<file path="src/rtl/uart_rx_fifo.sv">
// uart_rx_fifo: receive-side byte FIFO between the UART m_axis output and
// the CSR block. Flow control is by drop-and-flag, never by back-pressure.
//
// Ports:
//   clk_i, rst_i      clock, asynchronous active-high reset
//   s_tdata_i/_tvalid_i/s_tready_o   byte stream from the UART receiver
//   rd_i              pop strobe (CSR UART_DATA read)
//   rd_data_o         head byte, show-ahead, 8'h00 when empty
//   not_empty_o, full_o, level_o     registered fill status
//   overrun_o, overrun_clr_i         sticky drop flag and its clear strobe
//   thresh_irq_o      one-cycle strobe when the fill level reaches THRESHOLD
module uart_rx_fifo #(
    parameter int DEPTH     = 16,
    parameter int THRESHOLD = 8
) (
    input  logic                   clk_i,
    input  logic                   rst_i,
    input  logic [7:0]             s_tdata_i,
    input  logic                   s_tvalid_i,
    output logic                   s_tready_o,
    input  logic                   rd_i,
    output logic [7:0]             rd_data_o,
    output logic                   not_empty_o,
    output logic                   full_o,
    output logic [$clog2(DEPTH):0] level_o,
    output logic                   overrun_o,
    input  logic                   overrun_clr_i,
    output logic                   thresh_irq_o
);

    localparam int AW = $clog2(DEPTH);
    localparam int LW = AW + 1;
    localparam logic [LW-1:0] FULL_LVL = LW'(DEPTH);
    localparam logic [LW-1:0] THR_LVL  = LW'(THRESHOLD);

    logic [7:0]    mem_q [DEPTH];
    logic [AW-1:0] wptr_q, wptr_d;
    logic [AW-1:0] rptr_q, rptr_d;
    logic [LW-1:0] level_q, level_d;
    logic          ready_q;
    logic          not_empty_q, full_q;
    logic          overrun_q, overrun_d;
    logic          thresh_q;
    logic          push, pop, drop;

    // ready_q is low during reset and on the first edge after release, so it
    // doubles as the gate that ignores all input strobes until then.
    always_comb begin
        pop       = ready_q && rd_i && (level_q != '0);
        push      = ready_q && s_tvalid_i && (!full_q || rd_i);
        drop      = ready_q && s_tvalid_i && full_q && !rd_i;
        wptr_d    = push ? wptr_q + AW'(1) : wptr_q;
        rptr_d    = pop  ? rptr_q + AW'(1) : rptr_q;
        level_d   = level_q;
        case ({push, pop})
            2'b10:   level_d = level_q + LW'(1);
            2'b01:   level_d = level_q - LW'(1);
            default: level_d = level_q;
        endcase
        // A drop in the same cycle as a clear leaves the flag set.
        overrun_d = overrun_q;
        if (ready_q && overrun_clr_i) overrun_d = 1'b0;
        if (drop)                     overrun_d = 1'b1;
    end

    always_ff @(posedge clk_i or posedge rst_i) begin
        if (rst_i) begin
            wptr_q      <= '0;
            rptr_q      <= '0;
            level_q     <= '0;
            ready_q     <= 1'b0;
            not_empty_q <= 1'b0;
            full_q      <= 1'b0;
            overrun_q   <= 1'b0;
            thresh_q    <= 1'b0;
        end else begin
            wptr_q      <= wptr_d;
            rptr_q      <= rptr_d;
            level_q     <= level_d;
            ready_q     <= 1'b1;
            not_empty_q <= (level_d != '0);
            full_q      <= (level_d == FULL_LVL);
            overrun_q   <= overrun_d;
            // Fires only on the crossing, so it re-arms once level drops below.
            thresh_q    <= (level_q < THR_LVL) && (level_d >= THR_LVL);
        end
    end

    // Storage is not reset; contents are only visible through valid pointers.
    always_ff @(posedge clk_i) begin
        if (push) mem_q[wptr_q] <= s_tdata_i;
    end

    assign s_tready_o   = ready_q;
    assign rd_data_o    = not_empty_q ? mem_q[rptr_q] : 8'h00;
    assign not_empty_o  = not_empty_q;
    assign full_o       = full_q;
    assign level_o      = level_q;
    assign overrun_o    = overrun_q;
    assign thresh_irq_o = thresh_q;

endmodule

</file>
<file path="config.mk">
export PLATFORM = sky130hd
export DESIGN_NAME = uart_rx_fifo
export DESIGN_NICKNAME = d
export VERILOG_FILES = /design/src/rtl/uart_rx_fifo.sv
export SDC_FILE = /design/constraint.sdc
export NUM_CORES = 1
export LEC_CHECK = 0
export ABC_AREA = 1
export BUFFER_PORTS_ARGS = -buffer_cell sky130_fd_sc_hd__buf_2
export CAP_MARGIN = 30
export CORE_MARGIN = 5
export CORE_UTILIZATION = 28
export CTS_CLUSTER_DIAMETER = 120
export DETAILED_ROUTE_END_ITERATION = 8
export PLACE_DENSITY = 0.5
export RECOVER_POWER = 50
export SLEW_MARGIN = 5
export SYNTH_ARGS = -nofsm -noshare
export SYNTH_HDL_FRONTEND = slang
export SYNTH_SLANG_ARGS = --single-unit
</file>
<file path="constraint.sdc">
create_clock -name clk_i -period 2.53 [get_ports clk_i]
set_clock_uncertainty 0.2 [all_clocks]
set_input_delay 0.1265 -clock clk_i [delete_from_list [all_inputs] [get_ports clk_i]]
set_output_delay 0.1265 -clock clk_i [all_outputs]
set_load 0.02 [all_outputs]
</file>
Word level (Yosys, flattened, before mapping)
Memories as Yosys holds them, arrays and structs flattened. Index checks and enable logic that the tools add are counted.

Flip-flop bits (word level): 18. Memory bits (writable): 128. Bits of input ports: 13. Output and inout bits: 18. Logic and storage cells: 38. Memories: 1.

Add/sub/neg operators: 4. Magnitude comparators: 2. Eq/ne operators: 3. Multiplexer cells: 6. Reduce and logical (&&, ||, !) cells: 14.

Memories: mem_q (words 16, bits a word 8, read ports 1, clocked after Yosys merged registers in 0, wr ports 1, RTL line 36) `logic [7:0] mem_q [DEPTH];`.

Operator list (count): 5-bit case mux with 2 select lines (1); 5-bit nonzero test (2); 4-bit by 1-bit adder with 4-bit output (second input constant) (2); 1-bit logical AND (8); 8-bit 2-to-1 mux (1); 5-bit by 1-bit adder with 5-bit output (second input constant) (1); 5-bit == test (second input constant) (1); 5-bit by 4-bit >= comparator with 1-bit output (second input constant) (1); 5-bit by 4-bit < comparator with 1-bit output (second input constant) (1); 5-bit by 1-bit subtractor with 5-bit output (second input constant) (1); 1-bit 2-to-1 mux (4); 2-bit by 1-bit == test with 1-bit output (second input constant) (1); 2-bit == test (second input constant) (1); 1-bit logical NOT (2); 2-bit nonzero test (1); 1-bit logical OR (1).

Depth between registers and ports, before layout
Depth after elaboration: 7. Mapped depth: 16. Mapped depth without buffers: 16.

Worst setup path before layout
OpenSTA, ideal clock, no wires.

Path kind: register -> register. From: register level_q[3] (netlist: level_o[3]). To: register not_empty_q (netlist: not_empty_o). Setup time: 121 ps. Arrival: 1969 ps. Required time: 2209 ps. Slack: 241 ps. Cell stages (with the launch flop): 15. Path buffers: 0. Clock period less this slack: 2289 ps. Cells stage by stage: dfrtp_1 nor2_2 nand3_4 nand2_1 inv_1 ha_1 inv_1 nand2_1 o21ai_0 nor2_1 inv_1 nor2_2 nand3_1 inv_1 nand2_1.

Longest elaborated chain between the ends: 5. Elaborated cells between the ends (all ways): 8. Classes of those cells: add/sub: 2; eq/ne: 2; mux: 1; reduce/logical: 3.

Ends and longest elaborated chain: start, declared (RTL line 39) `logic [LW-1:0] level_q, level_d;`; start signal, assigned (RTL line 79) `level_q <= level_d;`; 5-bit nonzero test (*) (RTL line 49) `pop = ready_q && rd_i && (level_q != '0);`; 1-bit logical AND (*) (RTL line 49); 2-bit by 1-bit == test with 1-bit output or 2-bit == test (tied branches) (RTL line 55) `case ({push, pop})`; 5-bit case mux with 2 select lines (*) (RTL line 55); named net level_d[1] (RTL line 39); 5-bit nonzero test (*) (RTL line 81) `not_empty_q <= (level_d != '0);`; end signal, assigned (RTL line 81); end, declared (RTL line 41) `logic not_empty_q, full_q;`.

The timed path passes the listed nets; every way through them passes the cells marked *. A chain may end at the register's enable or synchronous reset.

Final worst setup path
From: register rptr_q[0]. To: output port rd_data_o[0].

Longest elaborated chain between the ends: 2.

Ends and longest elaborated chain: start, declared (RTL line 38) `logic [AW-1:0] rptr_q, rptr_d;`; start signal, assigned (RTL line 78) `rptr_q <= rptr_d;`; memory 16 x 8 bit; 8-bit 2-to-1 mux (RTL line 95) `assign rd_data_o = not_empty_q ? mem_q[rptr_q] : 8'h00;`; end, declared (RTL line 22) `output logic [7:0] rd_data_o,`.

Every way passes these cells.

==> metrics.md <==
| Metric | Value |
|---|---|
| Status | `finished, final reports clean` |
| Vias | `4,014` |
| Syn_area_per_cell | `12.4 um^2` |
| Syn Inst Count | `492` |
| Reg-to-reg setup timing slack | `0.11 ns` |
| Worst slew pin tran | `0.878 ns` |
| Seq/Total Area, Yosys | `70.4%` |
| Multi-input logic area | `1650 um^2` |
| DRC viols | `0` |
| CTS clock-pin slew for the worst setup and hold paths | `0.06 ns` |
| Fin. max-slew vios | `0` |
| Largest net degree at the start of global routing | `31` |
| Pwr/cell area | `1160 nW/um^2` |
| Hold WC Path Type | `primary input to asynchronous set/reset pin` |
| Fin. Hold Viols | `0` |
| # setup viols final | `0` |
| Die H | `158 um` |
| Register Area | `4300 um^2` |
| Router iterations before antenna repair | `4` |
| Wire per inst | `17.7 um` |
| Final Net Count | `581` |
| EDFF count, synth | `128` |
| Global route overflow | `0` |
| Nature of the critical path startpoint | `flip-flop` |
| H-tree levels | `4` |
| Unique masters post-synth | `31` |
| Final worst path period share | `96.3%` |
| Fraction of registers with async set/reset | `12.3%` |
| Fillers | `2,114` |
| Crit. End Element | `output pin` |
| PortBufs | `30` |
| Max clock buf depth | `2` |
| WP data required | `2.20 ns` |
| Max-cap viol count | `0` |
| Mapped Nets | `512` |
| #FFs+latches synth | `146` |
| RR Startpoint | `level_o[2]` |
| Crit Path Max Fanout | `30` |
| Vias in the first global route | `3,922` |
| CTS Buf Count | `17` |
| Max VDD drop | `0.446 mV` |
| Initial DRC count | `327` |
| Post-Syn Area | `6100 um^2` |
| Top FF cell, synth | `edfxtp_1` |
| CTS tree | `built` |
| Share of cells above drive strength 1 | `19.2%` |
| Initial antenna violation count | `0` |
| Core area | `21,600 um^2` |
| Initial Utilization | `28.2%` |
| Placer Congestion | `0.866` |
| Synth warn | `0` |
| Routed WL | `15.1 mm` |
| Clk root buf | `clkbuf_16` |
| Most common cell after layout, fill and taps aside | `edfxtp_1` |
| Number of diodes | `0` |
| Global-route wire length before repair | `23.0 mm` |
| Clock Latency Late Sink | `0.41 ns` |
| WP data arrival | `2.11 ns` |
| Vias per cell | `4.71` |
| Reg2reg end | `not_empty_o` |
| Rows | `54` |
| Die X | `158 um` |
| Worst relative slew slack | `41.4%` |
| Setup tns final | `0 ns` |
| RSZ-0062 raised after global routing | `true` |
| Fmax | `0.410 GHz` |
| Crit path time final | `2.44 ns` |
| Leak | `2.67 nW` |
| Setup CP Type | `flip-flop to output pin` |
| Hold slack | `0.173 ns` |
| Antenna Nets Post-Route | `0` |
| Die Area | `24,800 um^2` |
| Reg2reg path depth | `15` |
| I/O pin count | `31` |
| Clock sink total | `146` |
| Area grow syn2layout | `24.2%` |
| DP HPWL | `9.64 mm` |
| All-Layer GR Usage | `12.5%` |
| Commonest non-fill, non-tap cells in the layout | `edfxtp_1, nor2_1, o21ai_0` |
-- stage by stage --
step	power [mW]	cell area [um^2]	std cells	worst slack, ns	utilization [%]
final	8.81	7580	853	0.0926	35.1
after CTS	8.72	7500	852	0.00717	34.7
after floorplan	5.03	6100	492	0.241	-
after global placement	6.11	6730	806	0.131	31.1
after global routing	9.31	7580	853	-0.0474	35.1
after detailed placement	6.16	6730	806	0.0922	31.1
-- synth_stat cells, types with 2 or more instances --
library cell | instances | area share, %
a21oi_1 | 10 | 0.82
buf_2 | 3 | 0.25
buf_4 | 4 | 0.49
clkbuf_1 | 17 | 1.0
clkinv_1 | 3 | 0.18
dfrtp_1 | 18 | 7.4
edfxtp_1 | 128 | 63
ha_1 | 7 | 1.4
inv_1 | 20 | 1.2
inv_2 | 6 | 0.37
nand2_1 | 38 | 2.3
nand2_2 | 4 | 0.41
nand2_4 | 2 | 0.37
nand3_1 | 16 | 1.3
nand3_4 | 2 | 0.57
nand3b_1 | 2 | 0.25
nand4_1 | 4 | 0.41
nor2_1 | 82 | 5.0
nor2_2 | 3 | 0.31
nor3_1 | 2 | 0.16
o211ai_1 | 8 | 0.98
o21ai_0 | 67 | 5.5
o21ai_1 | 2 | 0.16
o221ai_1 | 24 | 3.4
o22ai_1 | 8 | 0.82
xor2_1 | 7 | 1.0
-- power by group --
group	leakage, nW	internal, mW	switching, mW	total, mW
logic	1.04	1.19	2.18	3.37
clock network	0.259	1.44	0.941	2.38
registers	1.37	2.85	0.204	3.06
-- flip-flops by register name, summed over array words and instances, names as in the netlist --
register and cells:
level_o 5, full_o 1, thresh_irq_o 1, not_empty_o 1, wptr_q 4, overrun_o 1
s_tready_o 1, mem_q 128, rptr_q 4
-- worst max path at each step --
stage	from	to	slack [ns]
global route	rptr_q[0]	rd_data_o[0]	-0.05
finish	rptr_q[0]	rd_data_o[0]	0.09
CTS	rptr_q[0]	rd_data_o[4]	0.007
global placement	level_o[3]	not_empty_o	0.13
floorplan	level_o[3]	not_empty_o	0.24
detailed placement	level_o[3]	not_empty_o	0.09
-- routing by layer --
metal	vias to the layer above	share of wire [%]	routed length [um]	global-route usage, %
met2	86	52	7830	22.0
met3	18	4.1	613	2.41
met5	-	0	0	0
li1	1928	-	-	-
met1	1982	42	6320	15.3
met4	0	2.2	337	4.63
-- what timing repair did --
| item | in CTS | in global routing |
|---|---|---|
| gates resized for setup | 10 | 18 |
| pin swaps | 2 | 4 |
| hold buffers | 13 | 0 |
| endpoints found under the setup margin | 8 | 9 |
| cloned | 1 | 1 |
| buffers inserted | 1 | 0 |
| endpoints found under the hold margin | 149 | 0 |
-- logic make-up (layout without fill, tap and decap cells) --
| logic type | after synthesis | after routing | share of synthesized area, % |
|---|---|---|---|
| compound gates | 121 | 121 | 12.1 |
| xor+xnor | 8 | 8 | 1.15 |
| fa+ha+maj | 7 | 7 | 1.44 |
| buf+inv | 53 | 134 | 3.57 |
| flops | 146 | 146 | 70.4 |
| other cells | 1 | 1 | 0.0615 |
| simple gates | 156 | 156 | 11.4 |
-- layout make-up --
type                    instances  share of cell area (%)
flip-flops and latches        146                    56.7
well taps                     280                    4.62
inverters                      29                    1.53
repair buffers                 74                    7.89
multi-input cells             293                    21.8
clock buffers                  17                    5.61
clock inverters                14                    1.85
-- worst max-delay path, cell delays in order (launching register included) --
cell and delay, ns:
dfrtp_2 0.46, buf_6 0.26, o21ai_0 0.13, o221ai_1 0.23
nand3_1 0.16, a21oi_1 0.23, buf_2 0.20
(Power assumes the default switching activity.)
